$ cat src/rtl/m92_pkg.sv
`default_nettype none
// ============================================================================
// Module      : m92_pkg
// Description : Shared types and constants for the M92 program-ROM fetch path.
// Revision    : 1.0 - initial release
// ============================================================================
package m92_pkg;

    localparam int ROM_LINE_BYTES = 8;
    localparam int ROM_OFS_BITS   = $clog2(ROM_LINE_BYTES);

    typedef struct packed {
        logic [16:0] tag;
        logic [63:0] data;
        logic        valid;
    } rom_line_t;

    typedef enum logic [1:0] {
        IDLE = 2'd0,
        WAIT = 2'd1,
        RESP = 2'd2
    } fetch_state_t;

endpackage
`default_nettype wire

$ cat src/rtl/m92_rom_line_cache.sv
`default_nettype none
// ============================================================================
// Module      : m92_rom_line_cache
// Description : Single 64-bit ROM line with tag compare and 16-bit word select.
// Revision    : 1.0 - initial release
// ============================================================================
module m92_rom_line_cache
    import m92_pkg::*;
(
    input  logic        clk_sys,
    input  logic        reset_n,
    input  logic [16:0] i_tag,
    input  logic [1:0]  i_word_sel,
    input  logic        i_load,
    input  logic [63:0] i_load_data,
    input  logic        i_load_valid,
    input  logic        i_invalidate,
    output logic        o_hit,
    output logic [15:0] o_word
);

    rom_line_t r_line;

    always_ff @(posedge clk_sys) begin
        if (!reset_n) begin
            r_line <= '0;
        end else if (i_load) begin
            r_line.tag   <= i_tag;
            r_line.data  <= i_load_data;
            r_line.valid <= i_load_valid;
        end else if (i_invalidate) begin
            r_line.valid <= 1'b0;
        end
    end

    assign o_hit  = r_line.valid && (r_line.tag == i_tag);
    assign o_word = r_line.data[{i_word_sel, 4'b0000} +: 16];

endmodule
`default_nettype wire

$ cat src/rtl/m92_rom_fetch.sv
`default_nettype none
// ============================================================================
// Module      : m92_rom_fetch
// Description : Serves V33 program-ROM reads from SDRAM through a one-line cache.
// Revision    : 1.0 - initial release
// ============================================================================
module m92_rom_fetch
    import m92_pkg::*;
#(
    parameter int                SDR_AW   = 25,
    parameter logic [SDR_AW-1:0] ROM_BASE = '0
) (
    input  logic              clk_sys,
    input  logic              reset_n,
    input  logic              cpu_rom_memrq,
    input  logic [19:0]       rom_addr,
    input  logic              cpu_rd,
    input  logic              invalidate,
    output logic [15:0]       cpu_dout,
    output logic              cpu_ready,
    output logic [SDR_AW-1:0] sdr_addr,
    output logic              sdr_req,
    input  logic              sdr_ack,
    input  logic [63:0]       sdr_data
);

    fetch_state_t      r_state;
    logic [19:1]       r_addr;
    logic              r_inv_seen;
    logic [19:1]       w_addr;
    logic [SDR_AW-1:0] w_line_addr;
    logic              w_hit;
    logic [15:0]       w_word;
    logic              w_fill;
    logic              w_unused_bit0;

    // In IDLE the live bus address is compared so a hit can answer next cycle.
    assign w_addr        = (r_state == IDLE) ? rom_addr[19:1] : r_addr;
    assign w_line_addr   = ROM_BASE + SDR_AW'({w_addr[19:ROM_OFS_BITS], {ROM_OFS_BITS{1'b0}}});
    assign w_fill        = (r_state == WAIT) && (sdr_ack == sdr_req);
    assign w_unused_bit0 = rom_addr[0];

    m92_rom_line_cache u_line (
        .clk_sys      (clk_sys),
        .reset_n      (reset_n),
        .i_tag        (w_addr[19:3]),
        .i_word_sel   (w_addr[2:1]),
        .i_load       (w_fill),
        .i_load_data  (sdr_data),
        .i_load_valid (!(r_inv_seen || invalidate)),
        .i_invalidate (invalidate),
        .o_hit        (w_hit),
        .o_word       (w_word)
    );

    always_ff @(posedge clk_sys) begin
        if (!reset_n) begin
            r_state    <= IDLE;
            r_addr     <= '0;
            r_inv_seen <= 1'b0;
            cpu_dout   <= '0;
            cpu_ready  <= 1'b0;
            sdr_addr   <= '0;
            sdr_req    <= sdr_ack;
        end else begin
            cpu_ready <= 1'b0;
            case (r_state)
                IDLE: begin
                    if (cpu_rd && cpu_rom_memrq) begin
                        r_addr <= rom_addr[19:1];
                        if (w_hit && !invalidate) begin
                            cpu_dout  <= w_word;
                            cpu_ready <= 1'b1;
                        end else begin
                            sdr_addr   <= w_line_addr;
                            sdr_req    <= ~sdr_req;
                            r_inv_seen <= 1'b0;
                            r_state    <= WAIT;
                        end
                    end
                end
                WAIT: begin
                    // An invalidate during the fill lets the data through but keeps the line unusable.
                    if (invalidate) begin
                        r_inv_seen <= 1'b1;
                    end
                    if (sdr_ack == sdr_req) begin
                        r_state <= RESP;
                    end
                end
                RESP: begin
                    cpu_dout  <= w_word;
                    cpu_ready <= 1'b1;
                    r_state   <= IDLE;
                end
                default: r_state <= IDLE;
            endcase
        end
    end

endmodule
`default_nettype wire

$ cat config.mk
export PLATFORM = sky130hd
export DESIGN_NAME = m92_rom_fetch
export DESIGN_NICKNAME = d
export VERILOG_FILES = /design/src/rtl/m92_pkg.sv /design/src/rtl/m92_rom_line_cache.sv /design/src/rtl/m92_rom_fetch.sv
export SDC_FILE = /design/constraint.sdc
export NUM_CORES = 1
export LEC_CHECK = 0
export ABC_AREA = 1
export ABC_CLOCK_PERIOD_IN_PS = 2600
export BUFFER_PORTS_ARGS = -buffer_cell sky130_fd_sc_hd__buf_2
export CAP_MARGIN = 5
export CORE_MARGIN = 2
export CORE_UTILIZATION = 54
export CTS_CLUSTER_DIAMETER = 120
export DETAILED_ROUTE_END_ITERATION = 8
export PLACE_DENSITY = 0.82
export SYNTH_ARGS = -nofsm -noshare
export SYNTH_HDL_FRONTEND = slang
export SYNTH_SLANG_ARGS = --single-unit
$ cat constraint.sdc
create_clock -name clk_sys -period 2.6 [get_ports clk_sys]
set_input_delay 0.26 -clock clk_sys [delete_from_list [all_inputs] [get_ports clk_sys]]
set_output_delay 0.26 -clock clk_sys [all_outputs]
set_load 0.05 [all_outputs]
==> flow_summary.json <==
{
  "status": "finished clean",
  "wl_met2_um": 7850,
  "syn_area_um2": 6140,
  "die_h_um": 111,
  "setup_viol_count_final": 0,
  "num-fill-cells": 964,
  "worst_pin_slew_ps": 1010,
  "cts_made_buffers": 17,
  "dieArea_um2": 12200,
  "p_leak_nw": 3.38,
  "grt_first_pass_wirelength_um": 26400,
  "slew_headroom_pct": 32.4,
  "grt_util_all_layers_pct": 26.5,
  "hold_viol": 0,
  "firstDrtPassIters": 7,
  "drt_iter0_drc": 448,
  "cts_resized": 0,
  "rows": 38,
  "fin_crit_ps": 2300,
  "dpl_worst_slack_ps": 421,
  "seq_power_share_pct": 40.6,
  "syn_inst": 886,
  "diodes": 0,
  "via_per_inst": 5.29,
  "grt_overflow": 0,
  "routedWlPerCell_um": 14.1,
  "drive_gt1_share_pct": 19.0,
  "crit_slowest_cell": "dfxtp_1",
  "critical_path_class": "reg -> reg",
  "cellPowerDensity_nw_per_um2": 768,
  "timing.final.crit_share_pct": 88.5,
  "core_um2": 11000,
  "totalWireLength_um": 16100,
  "p_switching_mw": 1.58,
  "initial_utilization_pct": 55.9,
  "critPathMaxFanout": 33,
  "crit_arrival_ps": 2640,
  "final_nets": 1078,
  "p_total_mw": 5.73,
  "power.internal_mw": 4.16,
  "tns_ps": 0,
  "num_io_pins": 133,
  "clk_pin_slew_worst_paths_ps": 60,
  "pwr-share-clk_pct": 44.5,
  "cts_hold_buf": 0,
  "fin_ws_ps": 299,
  "rsz0062_at_grt": "no",
  "syn_area_per_cell_um2": 6.93,
  "die_x_um": 111,
  "worstPathCellList": "nor2_4 > buf_4 > nand2_1 > nand3b_1 > nand2_1 > nor2_1 > nand2_1 > nor2_4 > nand4_2 > buf_4 > nand3_1 > nand2_1 > nor2_1",
  "antenna_found_initial": 0,
  "finalClockSkew_ps": 11.0,
  "yosysWarnings": 0,
  "tritoncts": "done",
  "slew_viol_final": 0,
  "highest_layer": "met4",
  "grt_pass1_vias": 5655,
  "cts_buffer_depth": 2,
  "worst_path_most_repeated_cell": "nand2_1",
  "ctsRootBufferMaster": "clkbuf_16",
  "cp_num_buf_inv": 2,
  "peakVddDrop_uv": 526,
  "yosysUniqueCellTypes": 30,
  "place.gp.congestion": 0.860,
  "postRouteAntennaNets": 0,
  "max_freq_ghz": 0.435,
  "pwr-share-comb_pct": 14.9,
  "drcViolationCount": 0,
  "drv_cap": 0,
  "crit_required_ps": 2940,
  "vias": 6036,
  "wl_met3_um": 1070,
  "cp-end-kind": "flop",
  "worstHoldPathType": "in -> reg",
  "wl_met1_um": 6530,
  "grt_max_degree": 108,
  "clk_latency_ps": 420,
  "syn_to_final_growth_pct": 21.5,
  "swShare_pct": 27.5,
  "ys_ff_latch": 139,
  "post_cts_buffers": 0,
  "cpPeakStageDelay_ps": 350,
  "critPathTopFamily": "simple AND/OR/NAND/NOR gates",
  "startpoint_type": "flop",
  "io_buffers": 123,
  "cts_sinks": 139,
  "htree_levels": 4,
  "dp_hpwl_um": 10700,
  "yosysSeqAreaShare_pct": 45.5
}
cell usage in the layout, fill, tap and decap left out, drive strengths merged, types with 4 or more instances in the layout:
cell type,n
nor2,231
buf,144
dfxtp,138
nand2,138
o21ai,114
inv,62
a21oi,54
nand3,42
clkbuf,19
o32ai,16
a211oi,11
conb,8
nand4,5
bufinv,4
clkinv,4
power groups by stage:
stage	Sequential (mW)	Combinational, mW	Clock [mW]
3_3_place_gp	2.36	0.829	0
5_1_grt	2.34	0.950	2.67
6_report	2.33	0.855	2.55
4_1_cts	2.32	0.853	2.58
3_5_place_dp	2.37	0.840	0
2_1_floorplan	2.44	0.522	0
final timing paths:
kind                                                 endpoint                     from  slack, ps  depth (start not counted)
worst max-delay path                 cpu_dout[4]$_SDFFE_PN0P_  r_state[0]$_SDFFE_PN0P_        300                         13
worst min-delay path                  r_addr[13]$_SDFFE_PN0P_             rom_addr[13]         80                          3
worst max register to register       cpu_dout[4]$_SDFFE_PN0P_  r_state[0]$_SDFFE_PN0P_        300                         13
worst min register to register  u_line.r_line[0]$_SDFFE_PN0P_  r_inv_seen$_SDFFE_PN0P_        440                          1
cell families (layout without fill, tap and decap cells):
| family | Yosys count | in the layout | synth area share, % |
|---|---|---|---|
| buffers and inverters | 128 | 236 | 8.90 |
| xor gates and xnor gates | 1 | 1 | 0.143 |
| other | 1 | 8 | 0.0611 |
| DFF | 139 | 139 | 45.5 |
| and+or+nand+nor | 419 | 419 | 27.5 |
| AOI/OAI and AO/OA | 198 | 198 | 17.9 |
area by class of cell:
type                       count  area [um2]  area share (%)
clock inverter                13         189            2.53
tap                          140         175            2.35
sequential                   139        2790            37.4
multi-input combinational    626        2840            38.0
inverter                      60         225            3.02
clock buffer                  19         433            5.80
timing repair buffer         144         811            10.9
per-layer routing:
metal  up-vias  track usage [%]
li1       3070                -
met1      2677             32.0
met2       244             45.1
met3        45             4.98
met4         0             13.3
met5         -                0
state kept, by name, indices dropped and copies added (netlist names):
| signal | cells |
|---|---|
| sdr_addr | 17 |
| r_inv_seen | 1 |
| cpu_ready | 1 |
| r_state | 2 |
| r_addr | 19 |
| sdr_req | 1 |
| cpu_dout | 16 |
| u_line.r_line | 82 |
worst reg2reg max path: cells and delay by family (launching register included):
kind,cells,cell delay (ps)
and+or+nand+nor,11,1390
buffers and inverters,2,510
DFF,1,350
Yosys cell counts:
cell type  number  area, um2
a211oi_1       11       82.6
a21oi_1        54        270
a31oi_1         1       6.26
buf_2           5       25.0
buf_4          12       90.1
buf_6           2       22.5
clkbuf_1       49        184
clkinv_1        2       7.51
conb_1          1       3.75
dfxtp_1       138       2760
edfxtp_1        1       30.0
inv_1          55        206
inv_2           3       11.3
nand2_1       138        518
nand3_1        41        205
nand3_4         1       17.5
nand3b_1        2       15.0
nand4_1         4       25.0
nand4_2         1       12.5
nor2_1        227        852
nor2_2          1       6.26
nor2_4          3       33.8
o211a_1         1       10.0
o211ai_1        1       7.51
o21ai_0       103        515
o21ai_1         8       40.0
o21ai_2         3       26.3
o32ai_1        16        140
or2_2           1       6.26
xnor2_1         1       8.76
stage by stage:
| stage | hold slack (ps) | instance area, um2 | instances | utilization (%) |
|---|---|---|---|---|
| final | 82.9 | 7460 | 1141 | 68.0 |
| after global placement | 426 | 6840 | 1109 | 62.3 |
| after global routing | 83.9 | 7460 | 1141 | 68.0 |
| after detailed placement | 434 | 6840 | 1109 | 62.3 |
| after floorplan | 395 | 6170 | 893 | - |
| after CTS | 74.2 | 7460 | 1141 | 68.0 |
Note: power is estimated with default switching activity, not from simulation.
